[src/rtl/ldfeed16.sv]
// Write-data buffer feeding a 16-bit load-enabled holding register: bursty writes in, one word per cycle out.
// Define LDFEED16_OVF_STICKY_EN to make ovf a sticky flag; otherwise it pulses once per dropped write.
module ldfeed16 #(
   parameter int DEPTH = 4,
   parameter int AW    = 2
) (
   input  logic          sys_clk,
   input  logic          reset,
   input  logic [0:15]   din,
   input  logic          wr,
   input  logic          hold,
   output logic [0:15]   dout,
   output logic          ld,
   output logic          full,
   output logic          empty,
   output logic [AW:0]   count,
   output logic          ovf
);

   localparam logic [AW:0] DEPTH_C = (AW+1)'(DEPTH);

   logic [0:15]   mem [DEPTH];
   logic [AW-1:0] wr_ptr;
   logic [AW-1:0] rd_ptr;
   logic          pop;
   logic          wr_accept;
   logic          wr_drop;
   logic [AW:0]   count_next;

   // A pop frees a slot in the same edge, so a full FIFO still accepts a write while draining.
   assign pop       = !empty && !hold;
   assign wr_accept = wr && (!full || pop);
   assign wr_drop   = wr && full && !pop;

   always_comb begin
      // NOTE: default first so every path assigns count_next and no latch is inferred.
      count_next = count;
      if (wr_accept && !pop)
         count_next = count + 1'b1;
      else if (pop && !wr_accept)
         count_next = count - 1'b1;
   end

   // NOTE: storage has no reset; stale entries are never emitted because count gates every pop.
   always_ff @(posedge sys_clk) begin
      if (wr_accept)
         mem[wr_ptr] <= din;
   end

   always_ff @(posedge sys_clk or posedge reset) begin
      if (reset) begin
         wr_ptr <= '0;
         rd_ptr <= '0;
         dout   <= '0;
         ld     <= 1'b0;
         count  <= '0;
         full   <= 1'b0;
         empty  <= 1'b1;
         ovf    <= 1'b0;
      end else begin
         // NOTE: non-blocking throughout, so every term above sees pre-edge state.
         if (wr_accept)
            wr_ptr <= wr_ptr + 1'b1;
         if (pop) begin
            rd_ptr <= rd_ptr + 1'b1;
            dout   <= mem[rd_ptr];
         end
         ld    <= pop;
         count <= count_next;
         full  <= (count_next == DEPTH_C);
         empty <= (count_next == '0);
`ifdef LDFEED16_OVF_STICKY_EN
         if (wr_drop)
            ovf <= 1'b1;
`else
         ovf <= wr_drop;
`endif
      end
   end

endmodule

[config.mk]
export PLATFORM = sky130hd
export DESIGN_NAME = ldfeed16
export DESIGN_NICKNAME = d
export VERILOG_FILES = /design/src/rtl/ldfeed16.sv
export SDC_FILE = /design/constraint.sdc
export NUM_CORES = 1
export LEC_CHECK = 0
export ABC_AREA = 1
export BUFFER_PORTS_ARGS = -buffer_cell sky130_fd_sc_hd__buf_2
export CORE_ASPECT_RATIO = 1.4
export CORE_MARGIN = 2
export CORE_UTILIZATION = 55
export DETAILED_ROUTE_END_ITERATION = 8
export PLACE_DENSITY = 0.73
export REMOVE_ABC_BUFFERS = 1
export SLEW_MARGIN = 40
export SYNTH_ARGS = -nofsm -noshare
export SYNTH_HDL_FRONTEND = slang
export SYNTH_SLANG_ARGS = --single-unit
[constraint.sdc]
create_clock -name sys_clk -period 3.72 [get_ports sys_clk]
set_input_delay 0.744 -clock sys_clk [delete_from_list [all_inputs] [get_ports sys_clk]]
set_output_delay 0.744 -clock sys_clk [all_outputs]
set_load 0.005 [all_outputs]
==> results of run 1 <==
per-layer routing:
layer	vias up	global-route usage
li1	1098	-
met1	1101	0.257
met2	59	0.342
met3	6	0.0365
met4	0	0.108
met5	-	0
power by group:
part | switching [mW] | total [mW] | internal [mW]
Combinational | 0.614 | 0.970 | 0.356
Sequential | 0.153 | 1.54 | 1.38
Clock | 0.339 | 0.582 | 0.243
Total | 1.11 | 3.09 | 1.98
stage by stage:
step	hold WS [ns]	power, mW	area, um^2	instances
global placement	0.519	2.50	3860	403
finish	0.451	3.09	4030	419
CTS	0.454	3.12	4030	419
global route	0.485	3.32	4030	419
floorplan	0.506	2.14	3520	283
detailed placement	0.532	2.54	3860	403
worst max path at each step:
stage                     start   endpoint  slack (ns)  depth (start not counted)
after floorplan            hold  mem[0][0]        1.18                          3
after global placement     hold      empty        1.51                          9
after detailed placement   hold      empty        1.49                          9
after CTS                  hold      empty        1.86                          9
after global routing       hold      empty        1.65                          9
final                      hold      empty        1.82                          9
cell usage after synthesis (2+ instances only):
cell type  count
inv_2          4
ha_1           6
o21ai_0       29
edfxtp_1      64
a31oi_1       16
buf_2          3
buf_4          7
nor2_1        88
dfrtp_1       26
nand2_1       12
inv_1         15
xor2_1         5
o21ai_1        4
clkbuf_1       2
nand3_1        4
clkbuf_2       2
nand4_1        2
area by class of cell:
class | instances | area [um^2] | share of cell area
Clock buffer | 10 | 128 | 0.0317
Clock inverter | 6 | 41.3 | 0.0102
Inverter | 19 | 71.3 | 0.0177
Multi-Input combinational cell | 173 | 847 | 0.210
Sequential cell | 91 | 2600 | 0.645
Tap cell | 72 | 90.1 | 0.0223
Timing Repair Buffer | 48 | 255 | 0.0633
state kept, by name, indices dropped and copies added, names as in the netlist:
register / count
dout: 16
count: 3
wr_ptr: 2
mem: 64
empty: 1
ld: 1
rd_ptr: 2
ovf: 1
full: 1
logic make-up after synthesis:
group | Yosys count | synth area share
DFF | 91 | 0.721
xor gates and xnor gates | 5 | 0.0122
and+or+nand+nor | 110 | 0.122
buffers and inverters | 33 | 0.0434
AOI/OAI and AO/OA | 52 | 0.0799
adders and majority gates | 6 | 0.0208
worst max-delay path, cell delays in order:
cell and delay, ns:
buf_2 0.12, nor2_4 0.43, buf_4 0.34, nand2_2 0.12, nand2_1 0.07, nand2_1 0.06
a21oi_2 0.13, nand2_1 0.08, nor2_1 0.09
==> metrics.txt, run 1 <==
fill count=500; setup ws final=1.82 ns; ys async rst share=0.297; post-CTS resize count=0; TritonCTS clock tree=yes; Area Growth Syn to Fin=11.9%; pre-CTS setup slack=1.49 ns; synth top area cells=edfxtp_1 53%, dfrtp_1 18%, nor2_1 9.2%; CTS Buf Count=9; Cell Rows=34; Post-synth EDFFs=64; R2R setup slack=1.93 ns; Post-Route M1 WL=2.84 mm; GRT overflow=0; fin util=0.640; worst r2r src=empty; leakage=1.61 nW; DIE AREA=0.00722 mm^2; worst min-delay path category=in2async; R2R depth=8; root buf cell=clkbuf_8; Total Neg Setup Slack=0 ns; number of global-route vias before repair=2172; total number of H-tree levels=3; Max Clock Skew=0.00705 ns; Final Hold Viols=0; routed len/inst=16.2 um; Final GP Congestion=0.924; Clock Latency Late Sink=0.35 ns; Max Cap Violations=0; gr usage total=0.206; status=complete, no violations; min cycle time layout=1.90 ns; Critical Path End Type=register; setup bufs post-CTS=0; hold buffers post-CTS=0; PwrDens=766 mW/mm^2; post-synth top area share=0.534; commonest non-fill, non-tap cell in the layout=nor2_1; antenna violations before repair=0; Core ar.=0.00630 mm^2; Worst-path clk slew=0.09 ns; Post-Syn Instances=297; crit path launch type=input pin; Yosys Warn Count=0; ant diodes=0; Starting DRT DRC Count=105; routed vias/inst=5.40; dominant synthesized flop cell=edfxtp_1; Setup Crit Path Kind=in2reg; met3 WL post-DR=264 um; I/O pin total=43; Max Clk Rate=527 MHz; met2 routed WL=3.58 mm; max-slew violation count=0; Synth area leader=edfxtp_1; Routed WL=6.77 mm; die span in y=99.8 um; max_slew headroom=0.562; register area share after synthesis=0.721; Synth cell types=25; CTS Sinks=91; Die X=72.4 um; largest net degree at the start of global routing=36; VDD IR max=0.341 mV; Final Cycle Share=0.510; CTS max path bufs=2; most frequent cells in the layout=88 x nor2_1, 64 x edfxtp_1, 42 x buf_2; dpl hpwl=4.25 mm; Pre-antenna DRT Iters=4; post-synthesis register bit count=91; # DRC=0; synthesized area=0.00360 mm^2; CP max FO=22; CP arrival=2.18 ns; Initial Utilization=0.572; Worst-Margin Slew=0.656 ns; antenna viol nets, final=0; Critical Path RT=4.01 ns; unrepaired setup endpoints after global routing=no; syn_area_per_cell=12.1 um^2; fraction of layout instances using a drive strength above 1=0.210; DR vias=2264; top sig layer=met4; first-pass GRT wire length=10.8 mm; final setup vio count=0; Port Buffers=42; nets=368; R2R Path End=empty
Power figures use the tool's default switching activity.
==> inputs of run 2 (changes only) <==
--- a/config.mk
+++ b/config.mk
@@ -5,7 +5,7 @@
 export SDC_FILE = /design/constraint.sdc
 export NUM_CORES = 1
 export LEC_CHECK = 0
-export ABC_AREA = 1
+export ABC_AREA = 0
 export BUFFER_PORTS_ARGS = -buffer_cell sky130_fd_sc_hd__buf_2
 export CORE_ASPECT_RATIO = 1.4
 export CORE_MARGIN = 2
==> constraint.sdc (replaced) <==
create_clock -name sys_clk -period 1.9 [get_ports sys_clk]
set_input_delay 0.38 -clock sys_clk [delete_from_list [all_inputs] [get_ports sys_clk]]
set_output_delay 0.38 -clock sys_clk [all_outputs]
set_load 0.005 [all_outputs]
==> metrics.txt, run 2 <==
status=complete, no violations; Total Neg Setup Slack=0 ns; antenna violations before repair=0; fraction of layout instances using a drive strength above 1=0.405; Max Clock Skew=0.0120 ns; Port Buffers=42; placed cells=293; Clock Latency Late Sink=0.35 ns; root buf cell=clkbuf_8; dominant synthesized flop cell=edfxtp_1; max reg flops=64; worst min-delay path category=in2async; Final GP Congestion=0.824; nets=258; gr usage total=0.187; fin cells=309; routed len/inst=19.3 um; CTS Buf Count=9; ys async rst share=0.297; Max Cap Violations=0; die span in y=99.1 um; dpl hpwl=4.25 mm; TritonCTS clock tree=yes; setup bufs post-CTS=0; Pre-antenna DRT Iters=4; Core ar.=0.00625 mm^2; min cycle time layout=1.69 ns; Post-synth EDFFs=64; antenna viol nets, final=0; Final Hold Viols=0; Die X=71.9 um; Initial Utilization=0.568; CP max FO=8; number of global-route vias before repair=1834; max_slew headroom=0.747; # DRC=0; total number of H-tree levels=3; Cell Rows=34; crit path launch type=register; first-pass GRT wire length=9.59 mm; hold buffers post-CTS=0; I/O pin total=43; final total power=6.02 mW; Worst-path clk slew=0.09 ns; largest reg by FF count=mem; Yosys Warn Count=0; Worst-Margin Slew=0.378 ns; Synth cell types=32; Synth area leader=edfxtp_1; CTS Sinks=91; routed vias/inst=5.67; PwrDens=1470 mW/mm^2; Critical Path RT=1.95 ns; fill count=444; Post-Syn Instances=173; worst r2r src=empty; Routed WL=5.95 mm; post-synthesis register bit count=91; synthesized area=0.00355 mm^2; max-slew violation count=0; Max Clk Rate=592 MHz; syn_area_per_cell=20.5 um^2; Synth top cells by count=64 x edfxtp_1, 26 x dfrtp_1; leakage=1.63 nW; largest net degree at the start of global routing=28; final setup vio count=0; Final Cycle Share=0.889; Worst Setup SP=empty; DR vias=1753; VDD IR max=0.749 mV; GRT overflow=0; most frequent cells in the layout=64 x edfxtp_1, 42 x buf_2, 26 x dfrtp_1; Setup Crit Path Kind=reg2reg; synth top area cells=edfxtp_1 54%, dfrtp_1 18%, mux4_1 5.9%; register area share after synthesis=0.731; CTS max path bufs=2; CP arrival=1.74 ns; Hold Slack=0.0830 ns; post-synth top area share=0.541; commonest non-fill, non-tap cell in the layout=edfxtp_1; largest registers=mem: 64 flops, dout: 16 flops, count: 3 flops; unrepaired setup endpoints after global routing=no; Starting DRT DRC Count=87; DIE AREA=0.00713 mm^2; Critical Path End Type=register; top-count cell post-synth=edfxtp_1; post-CTS resize count=0; ant diodes=0; Area Growth Syn to Fin=15.6%
run 2: changes by cell type after synthesis, sizes merged, moves of 10 or more:
cell   before  now
inv        19    7
nand2      13    3
a31oi      16    1
nor2       89    3
o21ai      34    3
mux2        0   16
mux4        0   16
run 2: path summary, 6_finish.rpt:
path                            slack [ns]  cells after the start         end
worst min-delay path                  0.08                      3          ld
max in group asynchronous             1.50                      3       empty
worst min register to register        0.51                      1     dout[9]
worst max register to register        0.21                      4  mem[3][11]
worst max-delay path                  0.21                      4  mem[3][11]
min in group sys_clk                  0.24                      1   mem[2][3]
run 2: kinds of logic after synthesis:
logic type / Yosys count / share of synthesized area
flip-flops: 91 / 0.731
multiplexers: 32 / 0.169
AND/OR/NAND/NOR: 15 / 0.0225
buffers and inverters: 14 / 0.0239
AO/OA/AOI/OAI: 10 / 0.0197
adder cells (fa/ha/maj): 6 / 0.0211
XOR/XNOR: 5 / 0.0123
run 2: power by group:
group          switching (mW)  leakage, nW  internal, mW  total [mW]
Clock                   0.623        0.103         0.634        1.26
Combinational           0.821        0.617          1.03        1.85
Sequential              0.225        0.907          2.69        2.91
run 2: per-layer routing:
| layer | wire, um | vias to the layer above | global-route usage |
|---|---|---|---|
| met3 | 276 | 10 | 0.0314 |
| met5 | 0 | - | 0 |
| met2 | 3230 | 63 | 0.308 |
| li1 | - | 792 | - |
| met1 | 2310 | 888 | 0.241 |
| met4 | 130 | 0 | 0.0958 |
run 2: worst max-delay path: stages, from the launching register on:
cell	delay, ns
dfstp_2	0.40
or2_1	0.24
a21boi_1	0.35
and2_1	0.22
buf_4	0.19
run 2: final cells by class:
type                    instances  area (um^2)  area share
clock buffers                  14          184      0.0448
well taps                      72         90.1      0.0219
multi-input cells              68          870       0.212
repair buffers                 55          320      0.0780
flip-flops and latches         91         2600       0.633
clock inverters                 2         15.0     0.00366
inverters                       7         28.8     0.00701
run 2: metrics by stage:
| step | cell area, um^2 | worst slack, ns | util |
|---|---|---|---|
| floorplan | 3500 | 0.0221 | - |
| global placement | 3910 | 0.197 | 0.625 |
| detailed placement | 3910 | 0.109 | 0.625 |
| CTS | 4110 | 0.196 | 0.657 |
| global route | 4110 | 0.122 | 0.657 |
| finish | 4110 | 0.211 | 0.657 |
==> inputs of run 3 (changes only) <==
--- a/config.mk
+++ b/config.mk
@@ -9,9 +9,9 @@
 export BUFFER_PORTS_ARGS = -buffer_cell sky130_fd_sc_hd__buf_2
 export CORE_ASPECT_RATIO = 1.4
 export CORE_MARGIN = 2
-export CORE_UTILIZATION = 55
+export CORE_UTILIZATION = 51
 export DETAILED_ROUTE_END_ITERATION = 8
-export PLACE_DENSITY = 0.73
+export PLACE_DENSITY = 0.71
 export REMOVE_ABC_BUFFERS = 1
 export SLEW_MARGIN = 40
 export SYNTH_ARGS = -nofsm -noshare
==> constraint.sdc (replaced) <==
create_clock -name sys_clk -period 1.5 [get_ports sys_clk]
set_input_delay 0.3 -clock sys_clk [delete_from_list [all_inputs] [get_ports sys_clk]]
set_output_delay 0.3 -clock sys_clk [all_outputs]
set_load 0.005 [all_outputs]
==> metrics.txt, run 3 (synthesis results as in run 2) <==
status=finished with violations; violated checks=negative hold slack, negative setup slack; fin util=0.641; CTS Buf Count=9; Critical Path End Type=register; max_slew headroom=0.744; final setup vio count=33; Area Growth Syn to Fin=23.5%; Hold Slack=-0.00165 ns; first-pass GRT wire length=9.39 mm; antenna violations before repair=0; Max Clock Skew=0.00740 ns; Clk network pwr share=0.176; CP arrival=1.60 ns; TritonCTS clock tree=yes; DIE AREA=0.00766 mm^2; largest reg by FF count=mem; gr usage total=0.177; routed vias/inst=5.13; die span in y=103 um; Clock Latency Late Sink=0.36 ns; R2R setup slack=-0.02 ns; Final Hold Viols=2; fraction of layout instances using a drive strength above 1=0.514; nets=272; worst min-delay path category=in2async; crit path launch type=register; final total power=8.14 mW; largest net degree at the start of global routing=28; unrepaired setup endpoints after global routing=yes; Final GP Congestion=0.729; P_int=5.86 mW; pre-CTS setup slack=-0.133 ns; switching share of total power=0.280; Critical Path RT=1.57 ns; Flop pwr share=0.452; PwrDens=1850 mW/mm^2; commonest non-fill, non-tap cell in the layout=edfxtp_1; Core ar.=0.00685 mm^2; Setup Crit Path Kind=reg2reg; VDD IR max=0.930 mV; CP max FO=8; Max Clk Rate=656 MHz; DR vias=1775; GRT overflow=0; fin cells=346; most frequent cells in the layout=64 x edfxtp_1, 42 x buf_2, 25 x dfrtp_1; placed cells=321; Pre-antenna DRT Iters=4; I/O pin total=43; Total Neg Setup Slack=-0.433 ns; total number of H-tree levels=3; CTS Sinks=91; CTS max path bufs=2; Worst-Margin Slew=0.384 ns; Final Cycle Share=1.02; ant diodes=0; max-slew violation count=0; max reg flops=64; dpl hpwl=3.81 mm; leakage=1.73 nW; antenna viol nets, final=0; setup ws final=-0.0246 ns; root buf cell=clkbuf_8; min cycle time layout=1.52 ns; Port Buffers=42; Worst-path clk slew=0.08 ns; Initial Utilization=0.519; number of global-route vias before repair=1852; P_sw=2.28 mW; Cell Rows=36; routed len/inst=18.1 um; # DRC=0; Die X=74.5 um; Starting DRT DRC Count=107; Comb power frac=0.371; Routed WL=6.26 mm; Max Cap Violations=0; largest registers=mem: 64 flops, dout: 16 flops, count: 3 flops
==> run 3: changes by cell type in the layout (fill, tap and decap cells not counted), moves of 2 or more <==
cell / change
buf_12: +6
mux2_2: -5
buf_4: +3
buf_16: +2
and2_4: +4
mux4_2: +8
clkinv_2: +2
mux4_1: -8
and2_1: -4
buf_6: +2
mux2_4: +5
==> run 3: final cells by class <==
cell class                 instances  area (um^2)
sequential                        91         2600
fill                             497         2460
multi-input combinational         68          902
timing repair buffer              69          566
clock buffer                      12          145
tap                               95          119
inverter                           7         28.8
clock inverter                     4         26.3
==> run 3: critical path, cell delays in order (launching register included) <==
cell      delay [ns]
dfstp_2         0.37
or2_4           0.23
a21boi_2        0.17
buf_4           0.14
and2_4          0.19
buf_12          0.14
==> run 3: path summary, 6_finish.rpt <==
check | from | to | depth (start not counted)
min | reset | dout[6] | 3
max reg2reg | empty | mem[3][0] | 5
min in group sys_clk | din[11] | mem[2][4] | 1
max in group asynchronous | reset | empty | 3
min reg2reg | dout[8] | dout[8] | 1
max | empty | mem[3][0] | 5
==> run 3: timing repair <==
action,4_1_cts,5_1_grt
gates cloned,3,1
hold buffers,0,0
resized for setup,14,16
setup buffers,4,2
pin swaps,7,2
endpoints found under the setup margin,73,61
==> run 3: routing by layer <==
metal	global-route usage	share of wire	vias up
li1	-	-	813
met1	0.215	0.42	906
met2	0.293	0.52	44
met3	0.0411	0.034	12
met4	0.0934	0.025	0
met5	0	0	-
==> run 3: per-stage QoR <==
| stage | area, um^2 | hold WS [ns] |
|---|---|---|
| floorplan | 3500 | 0.352 |
| global placement | 4050 | 0.387 |
| detailed placement | 4050 | 0.401 |
| CTS | 4350 | 0.00464 |
| global route | 4390 | 0.0226 |
| finish | 4390 | -0.00165 |
==> run 3: power groups by stage <==
stage	sequential, mW	combinational [mW]	clock (mW)
2_1_floorplan	3.85	1.33	0
3_3_place_gp	3.68	2.56	0
3_5_place_dp	3.70	2.60	0
4_1_cts	3.67	2.95	1.49
5_1_grt	3.75	3.27	1.58
6_report	3.68	3.02	1.44
